## src/rtl/uart_tx_arbiter.sv

```systemverilog
// uart_tx_arbiter: shares one uart_tx between NREQ byte requesters.
// Requests are picked round-robin, then each frame goes LAUNCH -> WAIT_START
// -> WAIT_END -> DONE. A watchdog in WAIT_START abandons a frame whose
// transmitter never raises Busy. Every output comes straight from a register.
module uart_tx_arbiter #(
   parameter int WIDTH   = 8,
   parameter int NREQ    = 4,
   parameter int TIMEOUT = 16
) (
   input  logic                  clk,
   input  logic                  rst,
   input  logic [NREQ-1:0]       req,
   input  logic [NREQ*WIDTH-1:0] req_data,
   input  logic [NREQ-1:0]       req_par_en,
   input  logic [NREQ-1:0]       req_par_typ,
   output logic [NREQ-1:0]       grant,
   output logic [NREQ-1:0]       done,
   output logic [WIDTH-1:0]      P_DATA,
   output logic                  DATA_VALID,
   output logic                  PAR_EN,
   output logic                  PAR_TYP,
   input  logic                  Busy,
   output logic                  active,
   output logic                  timeout_err,
   input  logic                  clear_err
);

   // Index width is kept at least 1 so NREQ=1 still has a legal pointer.
   localparam int IDXW = (NREQ > 1) ? $clog2(NREQ) : 1;
   localparam int CNTW = $clog2(TIMEOUT);

   typedef enum logic [2:0] {
      IDLE,
      LAUNCH,
      WAIT_START,
      WAIT_END,
      DONE
   } state_t;

   state_t            state_q, state_d;
   logic [IDXW-1:0]   ptr_q, ptr_d;
   logic [IDXW-1:0]   widx_q, widx_d;
   logic [NREQ-1:0]   grant_q, grant_d;
   logic [NREQ-1:0]   done_q, done_d;
   logic [WIDTH-1:0]  data_q, data_d;
   logic              dv_q, dv_d;
   logic              parEn_q, parEn_d;
   logic              parTyp_q, parTyp_d;
   logic [CNTW-1:0]   cnt_q, cnt_d;
   logic              err_q, err_d;
   logic              active_q, active_d;

   logic              found;
   logic [IDXW-1:0]   pick;
   logic [IDXW:0]     scan;
   logic [WIDTH-1:0]  selData;
   logic              selParEn;
   logic              selParTyp;

   // Round-robin pick: first asserted request at or above ptr, wrapping.
   always_comb begin
      found = 1'b0;
      pick  = '0;
      scan  = '0;
      for (int k = 0; k < NREQ; k++) begin
         scan = {1'b0, ptr_q} + (IDXW+1)'(k);
         if (scan >= (IDXW+1)'(NREQ)) begin
            scan = scan - (IDXW+1)'(NREQ);
         end
         if (!found && req[scan[IDXW-1:0]]) begin
            found = 1'b1;
            pick  = scan[IDXW-1:0];
         end
      end
   end

   // Mux the winner's byte and parity settings out of the flat request buses.
   always_comb begin
      selData   = '0;
      selParEn  = 1'b0;
      selParTyp = 1'b0;
      for (int i = 0; i < NREQ; i++) begin
         if (pick == IDXW'(i)) begin
            selData   = req_data[i*WIDTH +: WIDTH];
            selParEn  = req_par_en[i];
            selParTyp = req_par_typ[i];
         end
      end
   end

   // Frame sequencer next-state and registered-output next values.
   always_comb begin
      state_d  = state_q;
      ptr_d    = ptr_q;
      widx_d   = widx_q;
      grant_d  = grant_q;
      done_d   = '0;
      data_d   = data_q;
      dv_d     = 1'b0;
      parEn_d  = parEn_q;
      parTyp_d = parTyp_q;
      cnt_d    = cnt_q;
      err_d    = err_q;

      if (clear_err) begin
         err_d = 1'b0;
      end

      unique case (state_q)
         IDLE: begin
            if (found) begin
               state_d  = LAUNCH;
               widx_d   = pick;
               grant_d  = NREQ'(1) << pick;
               data_d   = selData;
               parEn_d  = selParEn;
               parTyp_d = selParTyp;
               dv_d     = 1'b1;
            end
         end
         LAUNCH: begin
            state_d = WAIT_START;
            cnt_d   = '0;
         end
         WAIT_START: begin
            if (Busy) begin
               state_d = WAIT_END;
            end else if (cnt_q == CNTW'(TIMEOUT - 1)) begin
               state_d = DONE;
               done_d  = grant_q;
               err_d   = 1'b1;
            end else begin
               cnt_d = cnt_q + CNTW'(1);
            end
         end
         WAIT_END: begin
            if (!Busy) begin
               state_d = DONE;
               done_d  = grant_q;
            end
         end
         DONE: begin
            state_d = IDLE;
            grant_d = '0;
            ptr_d   = (widx_q == IDXW'(NREQ - 1)) ? '0 : widx_q + IDXW'(1);
         end
         default: begin
            state_d = IDLE;
            grant_d = '0;
         end
      endcase

      active_d = (state_d != IDLE);
   end

   // State and output registers; reset aborts any frame without a done pulse.
   always_ff @(posedge clk or negedge rst) begin
      if (!rst) begin
         state_q  <= IDLE;
         ptr_q    <= '0;
         widx_q   <= '0;
         grant_q  <= '0;
         done_q   <= '0;
         data_q   <= '0;
         dv_q     <= 1'b0;
         parEn_q  <= 1'b0;
         parTyp_q <= 1'b0;
         cnt_q    <= '0;
         err_q    <= 1'b0;
         active_q <= 1'b0;
      end else begin
         state_q  <= state_d;
         ptr_q    <= ptr_d;
         widx_q   <= widx_d;
         grant_q  <= grant_d;
         done_q   <= done_d;
         data_q   <= data_d;
         dv_q     <= dv_d;
         parEn_q  <= parEn_d;
         parTyp_q <= parTyp_d;
         cnt_q    <= cnt_d;
         err_q    <= err_d;
         active_q <= active_d;
      end
   end

   assign grant       = grant_q;
   assign done        = done_q;
   assign P_DATA      = data_q;
   assign DATA_VALID  = dv_q;
   assign PAR_EN      = parEn_q;
   assign PAR_TYP     = parTyp_q;
   assign active      = active_q;
   assign timeout_err = err_q;

endmodule

```

## config.mk

```make
export PLATFORM = sky130hd
export DESIGN_NAME = uart_tx_arbiter
export DESIGN_NICKNAME = d
export VERILOG_FILES = /design/src/rtl/uart_tx_arbiter.sv
export SDC_FILE = /design/constraint.sdc
export NUM_CORES = 1
export LEC_CHECK = 0
export ABC_AREA = 1
export ABC_CLOCK_PERIOD_IN_PS = 2080
export CAP_MARGIN = 20
export CORE_AREA = 2 2 74 76
export DETAILED_ROUTE_END_ITERATION = 8
export DIE_AREA = 0 0 76 78
export PLACE_DENSITY = 0.7
export SYNTH_ARGS = -nofsm -noshare
export SYNTH_HDL_FRONTEND = slang
export SYNTH_SLANG_ARGS = --single-unit
```

## constraint.sdc

```tcl
create_clock -name clk -period 2.08 [get_ports clk]
set_input_delay 0.208 -clock clk [delete_from_list [all_inputs] [get_ports clk]]
set_output_delay 0.208 -clock clk [all_outputs]
set_load 0.02 [all_outputs]
```

Yosys cells after proc, flatten, opt, wreduce, memory -nomap -nowiden
Cells that the tools add are included.

operators by class
  $mul = 0
  $lt $le $gt $ge = 8
  equal/unequal tests = 12
  add/sub/neg operators = 9
  multiplexer cells = 53
  divide/modulo/power cells = 0
  reductions and logical operators = 14
  shift operators = 1
  bitwise gates (word level) = 1

operators by type and width
  kind                   count
  $mux W8                4
  $mux W4                6
  $pmux W4 S2            3
  $mux W1                22
  $mux W2                9
  $lt A2 B3 Y1 const B   4
  $mux W3                4
  $pmux W3 S4            1
  $ge A3 B3 Y1 const B   3
  $bmux W1 S2            4
  $sub A2 B1 Y2 const B  4
  $add A2 B2 Y3 const B  2
  $eq A2 B2 Y1 const B   3
  $eq A3 B2 Y1 const B   2
  $ne A2 B2 Y1 const B   3
  $add A4 B1 Y4 const B  1
  $eq A4 B4 Y1 const B   1
  $reduce_and A2 Y1      2
  $shl A1 B2 Y4 const A  1
  $add A2 B1 Y3 const B  1
  $eq A3 B1 Y1 const B   1
  $eq A3 B3 Y1 const B   1
  $ge A2 B3 Y1 const B   1
  $logic_and A1 B1 Y1    3
  other kinds (10)       12

storage, ports and cells
  bits in latches = 0
  output and inout port bits = 21
  bits in read-only memories = 0
  logic and storage cells = 110
  memories = 0
  bits of input ports = 48
  RAM bits = 0
  flip-flop bits (word level) = 32

Longest topological paths before layout
Gate-level depths: netlist (run 1).

  depth after elaboration = 19
  gate-level depth with buffers = 15
  gate-level depth less buffers = 15

Worst setup path before layout (run 1)
OpenSTA, ideal clock, no wires.

  path kind = register to register
  from = reg ptr_q[0]
  to = reg data_q[0], in the netlist P_DATA[0]
  data arrival time = 1.595 ns
  setup time = 0.116 ns
  required time = 1.964 ns
  clock period less this slack = 1.712 ns
  path buffers = 1
  stages on the path, launching flop included = 16
  path slack = 0.368 ns
  cells stage by stage = dfrtp_1 buf_6 nand2_1 nand2_2 nand2_1 nand2_1 nor2_4 nand3_2 nand2_2 nand2_4 nor2_4 nor2_4 clkinv_4 nor2_1 nand2_1 nand2_1

on the way
  longest elaborated chain between the ends = 19
  elaborated cells between the ends (all ways) = 46
  those cells by class = add/sub (7); order compare (4); eq/ne (3); mux (24); reduce/logical (8)

RTL lines
  element                                                                 RTL line  source
  from (decl)                                                             41        logic [IDXW-1:0] ptr_q, ptr_d;
  from (signal assigned)                                                  173       ptr_q <= ptr_d;
  parallel branches: the longest is 19 deep, another holds $add A2 B1 Y3  -
  to (signal assigned)                                                    177       data_q <= data_d;
  to (decl)                                                               45        logic [WIDTH-1:0] data_q, data_d;

Several ways; the timed one is not identified. The select of a mux whose other input is x is not followed.
A chain may end at the register's enable or synchronous reset.

Worst setup path after layout (run 1)
  from = reg ptr_q[0]
  to = reg data_q[6], in the netlist P_DATA[6]

Same word-level chain as after synthesis.

==> flow_metrics.env, run 1 <==
export IMPL_outcome="finished, final reports clean"
export IMPL_syn_area_sq_um=1960
export IMPL_drt_first_pass_iters=4
export IMPL_drv_cap=0
export IMPL_synthAdderAreaFrac_pct=1.28
export IMPL_finalInstanceArea_sq_um=2980
export IMPL_core_sq_um=5040
export IMPL_setup_violations=0
export IMPL_grt_pass1_wl_um=8650
export IMPL_timing_fmax_ghz=0.513
export IMPL_areaGrowthSynthToFinish_pct=52.2
export IMPL_cts_htree_levels=2
export IMPL_cp_slowest_cell="dfrtp_1"
export IMPL_postLayoutCoreUtil_pct=59.2
export IMPL_p_seq_share_pct=19.9
export IMPL_cts_tree="built"
export IMPL_relSlewSlack_pct=73.3
export IMPL_endpoint_kind="flip-flop"
export IMPL_combPwrFrac_pct=67.0
export IMPL_die_h_um=78
export IMPL_drc_errors=0
export IMPL_rr_worst_depth=15
export IMPL_cp_required_ns=2.31
export IMPL_cts_sinks=32
export IMPL_finalNonFillerCells=442
export IMPL_first_global_vias=1975
export IMPL_via_per_inst=4.61
export IMPL_synth_top_family_by_area="simple AND/OR/NAND/NOR gates"
export IMPL_worstPathArrival_ns=2.18
export IMPL_timing_hold_violations_final=0
export IMPL_cp_max_fo=8
export IMPL_switchingPower_uw=2400
export IMPL_p_per_area_nw_per_um2=1690
export IMPL_synth_simple_area_share_pct=41.4
export IMPL_synthTopCellsByArea="dfrtp_1 (41%), nand2_1 (19%), nand3_1 (6.9%)"
export IMPL_synth_cell_types=26
export IMPL_clk_pin_slew_ns=0.07
export IMPL_gp_routability_congestion=0.873
export IMPL_track_usage_pct=17.9
export IMPL_drive_gt1_share_pct=14.8
export IMPL_fin_skew_ns=0.00322
export IMPL_final_max_slew_viol_count=0
export IMPL_fin_ws_ns=0.131
export IMPL_cts_made_buffers=5
export IMPL_clk_latency_ns=0.28
export IMPL_die_x_um=76
export IMPL_final_common_cell="nand2_1"
export IMPL_antenna_found_initial=0
export IMPL_r2r_setup_slack_ns=0.13
export IMPL_mostFrequentLayoutCells="nand2_1 (97), clkdlybuf4s50_1 (68), inv_1 (34), dfrtp_1 (31), nor2_1 (30)"
export IMPL_leakagePower_uw=0.00149
export IMPL_start_util_pct=38.9
export IMPL_vias=2036
export IMPL_cts_buffer_depth=2
export IMPL_place_area_sq_um=2770
export IMPL_grt_max_degree=33
export IMPL_p_sw_share_pct=47.7
export IMPL_hold_path_class="in -> async"
export IMPL_wl_um=5200
export IMPL_n_fill_cell=477
export IMPL_drt_initial_drc_count=108
export IMPL_yosysTopAreaCellShare_pct=40.8
export IMPL_grt_ovfl_total=0
export IMPL_reg2reg_to="P_DATA[6]"
export IMPL_hpwl_um=3970
export IMPL_synth_compound_area_share_pct=6.00
export IMPL_dp_slack_ns=0.00361
export IMPL_synth_nets=333
export IMPL_n_antenna_cell=0
export IMPL_seq_area_frac_synth_pct=40.8
export IMPL_dieArea_sq_um=5930
export IMPL_p_int_uw=2640
export IMPL_ys_seq_elements=32
export IMPL_reg2reg_from="ptr_q[0]"
export IMPL_tightestPinTransition_ns=0.398
export IMPL_p_clk_share_pct=13.1
export IMPL_io_buffers=68
export IMPL_critPathKind="reg -> reg"
export IMPL_cp_start_kind="flip-flop"
export IMPL_synthMuxAreaShare_pct=0
export IMPL_synth_area_per_cell_sq_um=6.93
export IMPL_slowest_delay_ns=0.40
export IMPL_yosysTopAreaCell="dfrtp_1"
export IMPL_yosys_area_share_xor_xnor_pct=0
export IMPL_synthCells=283
export IMPL_synth_warnings=0
export IMPL_worst_hold_slack_ns=0.318
export IMPL_post_drt_wl_per_cell_um=11.8
export IMPL_ctsRootBufferMaster="clkbuf_8"
export IMPL_fin_crit_sh_pct=93.7
export IMPL_nets=421
export IMPL_drt_antenna_violating_nets=0
export IMPL_peakVddDrop_mv=0.733
export IMPL_io_pins=69
export IMPL_min_period_ns=1.95
export IMPL_cp_cell_sequence="buf_6 -> buf_4 -> nand2_2 -> nand3_2 -> nand2_4 -> nor2_4 -> nand3_2 -> nand3_2 -> nand2_4 -> inv_4 -> nor2_4 -> nand2_1 -> nand3_1 -> nand2_1 -> nand2_1"
export IMPL_num_rows=26
export IMPL_dp_cells=427
-- metal layers --
metal  GRT usage [%]  share of wire, %
met5               0                 0
met4            5.45               1.6
met3            5.47               7.7
met2            30.4                46
met1            22.0                44
-- metrics by stage --
stage	setup TNS, ns	power [uW]
floorplan	0	3180
global placement	0	4090
global route	-0.105	5500
CTS	0	4800
detailed placement	0	4120
finish	0	5050
-- critical path, delay by kind of cell, from the launching register on --
family | cells | cell delay, ns
buffers and inverters | 3 | 0.36
DFF | 1 | 0.40
and+or+nand+nor | 12 | 1.15
-- repair_timing --
item / in CTS / in global routing
setup buffers: 0 / 7
gates resized for setup: 0 / 15
hold buffers: 0 / 0
endpoints found under the setup margin: 0 / 9
-- flip-flops by register name, indices dropped and copies added, names as in the netlist --
signal	cells
DATA_VALID	1
timeout_err	1
done	4
cnt_q	4
P_DATA	8
widx_q	2
active	1
state_q	3
grant	4
PAR_TYP	1
ptr_q	2
PAR_EN	1
-- synth_stat cells, drive strengths merged --
library cell,count
nand2,108
inv,40
nor2,35
dfrtp,32
nand3,29
o21ai,14
buf,5
a21oi,3
nand4,3
nor3,3
o22ai,3
ha,2
a31oi,1
clkinv,1
nand3b,1
nor3b,1
o21bai,1
or2,1
-- worst max path at each step --
stage / startpoint / end / slack (ns) / cells after the start
after detailed placement: req[1] / P_DATA[2] / 0.004 / 15
final: ptr_q[0] / P_DATA[6] / 0.13 / 15
after CTS: ptr_q[0] / P_DATA[2] / 0.13 / 15
after global routing: ptr_q[0] / P_DATA[5] / -0.04 / 15
after global placement: req[1] / P_DATA[2] / 0.05 / 15
after floorplan: ptr_q[0] / P_DATA[0] / 0.37 / 15
-- power by group through the flow --
| stage | registers (uW) | clock network, uW | logic [uW] |
|---|---|---|---|
| after floorplan | 1160 | 0 | 2030 |
| after global placement | 1010 | 0 | 3080 |
| after detailed placement | 1010 | 0 | 3110 |
| after CTS | 1000 | 667 | 3140 |
| after global routing | 1040 | 683 | 3780 |
| final | 1010 | 662 | 3380 |
-- final cells by class --
| class | instances | area (sq um) | share of cell area, % |
|---|---|---|---|
| sequential | 32 | 802 | 26.9 |
| clock inverter | 1 | 30.0 | 1.01 |
| timing repair buffer | 86 | 820 | 27.5 |
| tap | 70 | 87.6 | 2.94 |
| inverter | 41 | 164 | 5.49 |
| multi-input combinational | 205 | 985 | 33.0 |
| clock buffer | 7 | 96.3 | 3.23 |
-- kinds of logic after synthesis --
logic type | after synthesis
buffers and inverters | 46
AOI/OAI and AO/OA | 22
DFF | 32
adders and majority gates | 2
and+or+nand+nor | 181
(Power assumes the default switching activity.)
==> run 2, diff against run 1 <==
Settings changed: CELL_PAD_IN_SITES_DETAIL_PLACEMENT from default to 1, CELL_PAD_IN_SITES_GLOBAL_PLACEMENT from default to 1, CORE_AREA 2 2 74 76 to 2 2 83 85, DIE_AREA 0 0 76 78 to 0 0 85 87, PLACE_DENSITY 0.7 to default, PLACE_DENSITY_LB_ADDON from default to 0.1.
==> run 2 against run 1 <==
- global-route usage is 1.3 points lower
- maximum frequency is 4.7% lower
- critical path type unchanged
- sequential share of layout area is 1.4 points lower
- design area is 5.5% higher
- non-clock buffer count is 4 higher
- clock skew is 0.0011 ns higher
- power is 11% higher
- critical endpoint is now P_DATA[2]
- die area is 25% higher
- critical path depth stayed put
==> flow_metrics.env, run 2 (synthesis results as in run 1) <==
export IMPL_place_area_sq_um=2820
export IMPL_cts_buffer_depth=2
export IMPL_critPathKind="reg -> reg"
export IMPL_final_max_slew_viol_count=0
export IMPL_p_per_area_nw_per_um2=1770
export IMPL_die_h_um=87
export IMPL_io_pins=69
export IMPL_clk_latency_ns=0.29
export IMPL_mostFrequentLayoutCells="nand2_1 (86), clkdlybuf4s50_1 (68), inv_1 (34), dfrtp_1 (30), nor2_1 (30)"
export IMPL_r2r_setup_slack_ns=0.04
export IMPL_finalInstanceArea_sq_um=3150
export IMPL_p_clk_share_pct=10.9
export IMPL_grt_max_degree=33
export IMPL_grt_setup_unrepaired="yes"
export IMPL_cp_max_fo=8
export IMPL_cp_cell_sequence="buf_8 -> nand2_4 -> nand2_4 -> buf_4 -> nand2_1 -> o21ai_2 -> nand3_2 -> nand3_2 -> nand2_4 -> inv_6 -> nor2_4 -> nand2_1 -> nand3_2 -> nand2_1 -> nand2_1"
export IMPL_n_antenna_cell=0
export IMPL_clk_pin_slew_ns=0.07
export IMPL_cp_slowest_cell="dfrtp_2"
export IMPL_cts_tree="built"
export IMPL_cts_sinks=32
export IMPL_drv_cap=0
export IMPL_cp_common_cell="nand2_1"
export IMPL_n_fill_cell=857
export IMPL_cp_start_kind="flip-flop"
export IMPL_reg2reg_to="P_DATA[2]"
export IMPL_cts_htree_levels=2
export IMPL_cts_made_buffers=5
export IMPL_core_sq_um=6570
export IMPL_hpwl_um=4500
export IMPL_largest_register_ffs=8
export IMPL_p_sw_share_pct=48.7
export IMPL_grt_ovfl_total=0
export IMPL_timing_fmax_ghz=0.489
export IMPL_drt_initial_drc_count=33
export IMPL_first_global_vias=2062
export IMPL_rr_worst_depth=15
export IMPL_cp_required_ns=2.31
export IMPL_wl_um=6160
export IMPL_track_usage_pct=16.6
export IMPL_tightestPinTransition_ns=0.429
export IMPL_nets=426
export IMPL_leakagePower_uw=0.00155
export IMPL_postLayoutCoreUtil_pct=47.9
export IMPL_p_seq_share_pct=18.7
export IMPL_start_util_pct=29.8
export IMPL_relSlewSlack_pct=71.4
export IMPL_drive_gt1_share_pct=20.4
export IMPL_gp_routability_congestion=0.811
export IMPL_antenna_found_initial=0
export IMPL_drt_antenna_violating_nets=0
export IMPL_dieArea_sq_um=7400
export IMPL_die_x_um=85
export IMPL_vias=2059
export IMPL_slowest_delay_ns=0.48
export IMPL_post_drt_wl_per_cell_um=13.5
export IMPL_drt_first_pass_iters=4
export IMPL_cts_hold_fix_buffers=0
export IMPL_io_buffers=68
export IMPL_fin_crit_sh_pct=98.3
export IMPL_peakVddDrop_mv=0.749
export IMPL_setup_violations=0
export IMPL_combPwrFrac_pct=70.4
export IMPL_drc_errors=0
export IMPL_hold_path_class="in -> async"
export IMPL_timing_hold_violations_final=0
export IMPL_switchingPower_uw=2710
export IMPL_via_per_inst=4.51
export IMPL_endpoint_kind="flip-flop"
export IMPL_p_int_uw=2860
export IMPL_worstPathArrival_ns=2.27
export IMPL_num_rows=30
export IMPL_areaGrowthSynthToFinish_pct=60.6
export IMPL_ctsRootBufferMaster="clkbuf_8"
export IMPL_reg2reg_from="ptr_q[0]"
export IMPL_critPathTopFamily="simple AND/OR/NAND/NOR gates"
export IMPL_outcome="finished, final reports clean"
export IMPL_cp_buffers_inverters=3
export IMPL_grt_pass1_wl_um=9690
export IMPL_final_common_cell="nand2_1"
export IMPL_fin_skew_ns=0.00433
export IMPL_worst_hold_slack_ns=0.327
export IMPL_min_period_ns=2.04
-- run 2: changes by cell type in the layout (fill, tap and decap cells not counted), sizes merged --
cell,delta
clkinv,+3
clkinvlp,+1
buf,+4
inv,-1
clkbuf,-2
-- run 2: per-layer routing --
| layer | share of wire [%] | track usage (%) | vias to the layer above | wire length (um) |
|---|---|---|---|---|
| met1 | 44 | 20.8 | 946 | 2690 |
| met3 | 4.0 | 3.51 | 6 | 244 |
| met4 | 1.2 | 4.76 | 0 | 76 |
| li1 | - | - | 1063 | - |
| met2 | 51 | 28.8 | 44 | 3150 |
| met5 | 0 | 0 | - | 0 |
-- run 2: worst max-delay path by stage --
stage | startpoint | end | slack (ns) | depth (start not counted)
2_1_floorplan | ptr_q[0] | P_DATA[0] | 0.37 | 15
3_3_place_gp | req[3] | P_DATA[0] | 0.00007 | 14
3_5_place_dp | req[3] | P_DATA[0] | -0.09 | 14
4_1_cts | ptr_q[0] | P_DATA[4] | 0.01 | 14
5_1_grt | ptr_q[0] | P_DATA[0] | -0.11 | 13
6_report | ptr_q[0] | P_DATA[2] | 0.04 | 15
-- run 2: final cells by class --
type | instances | area, sq um | area share [%]
Clock buffer | 5 | 68.8 | 2.19
Clock inverter | 3 | 42.5 | 1.35
Inverter | 41 | 176 | 5.60
Multi-Input combinational cell | 205 | 1070 | 34.1
Sequential cell | 32 | 803 | 25.5
Tap cell | 80 | 100 | 3.18
Timing Repair Buffer | 90 | 878 | 27.9
Timing Repair inverter | 1 | 5.00 | 0.159
-- run 2: power by group through the flow --
stage / Sequential (uW) / Combinational, uW / Clock (uW)
2_1_floorplan: 1160 / 2030 / 0
3_3_place_gp: 1020 / 3390 / 0
3_5_place_dp: 1020 / 3420 / 0
4_1_cts: 1020 / 3530 / 620
5_1_grt: 1070 / 4400 / 643
6_report: 1040 / 3930 / 607
-- run 2: through the flow --
step / cells / power (uW) / TNS (ns) / setup slack [ns]
global route: 457 / 6120 / -0.749 / -0.113
floorplan: 283 / 3180 / 0 / 0.368
global placement: 439 / 4410 / 0 / 0.0000659
CTS: 449 / 5170 / 0 / 0.0129
detailed placement: 439 / 4450 / -0.455 / -0.0886
finish: 457 / 5580 / 0 / 0.0355
-- run 2: repair_timing --
item,in CTS,in global routing
setup endpoints to repair,7,13
resized for setup,5,38
buffers inserted,2,7
pin swaps,3,25
gates cloned,0,1
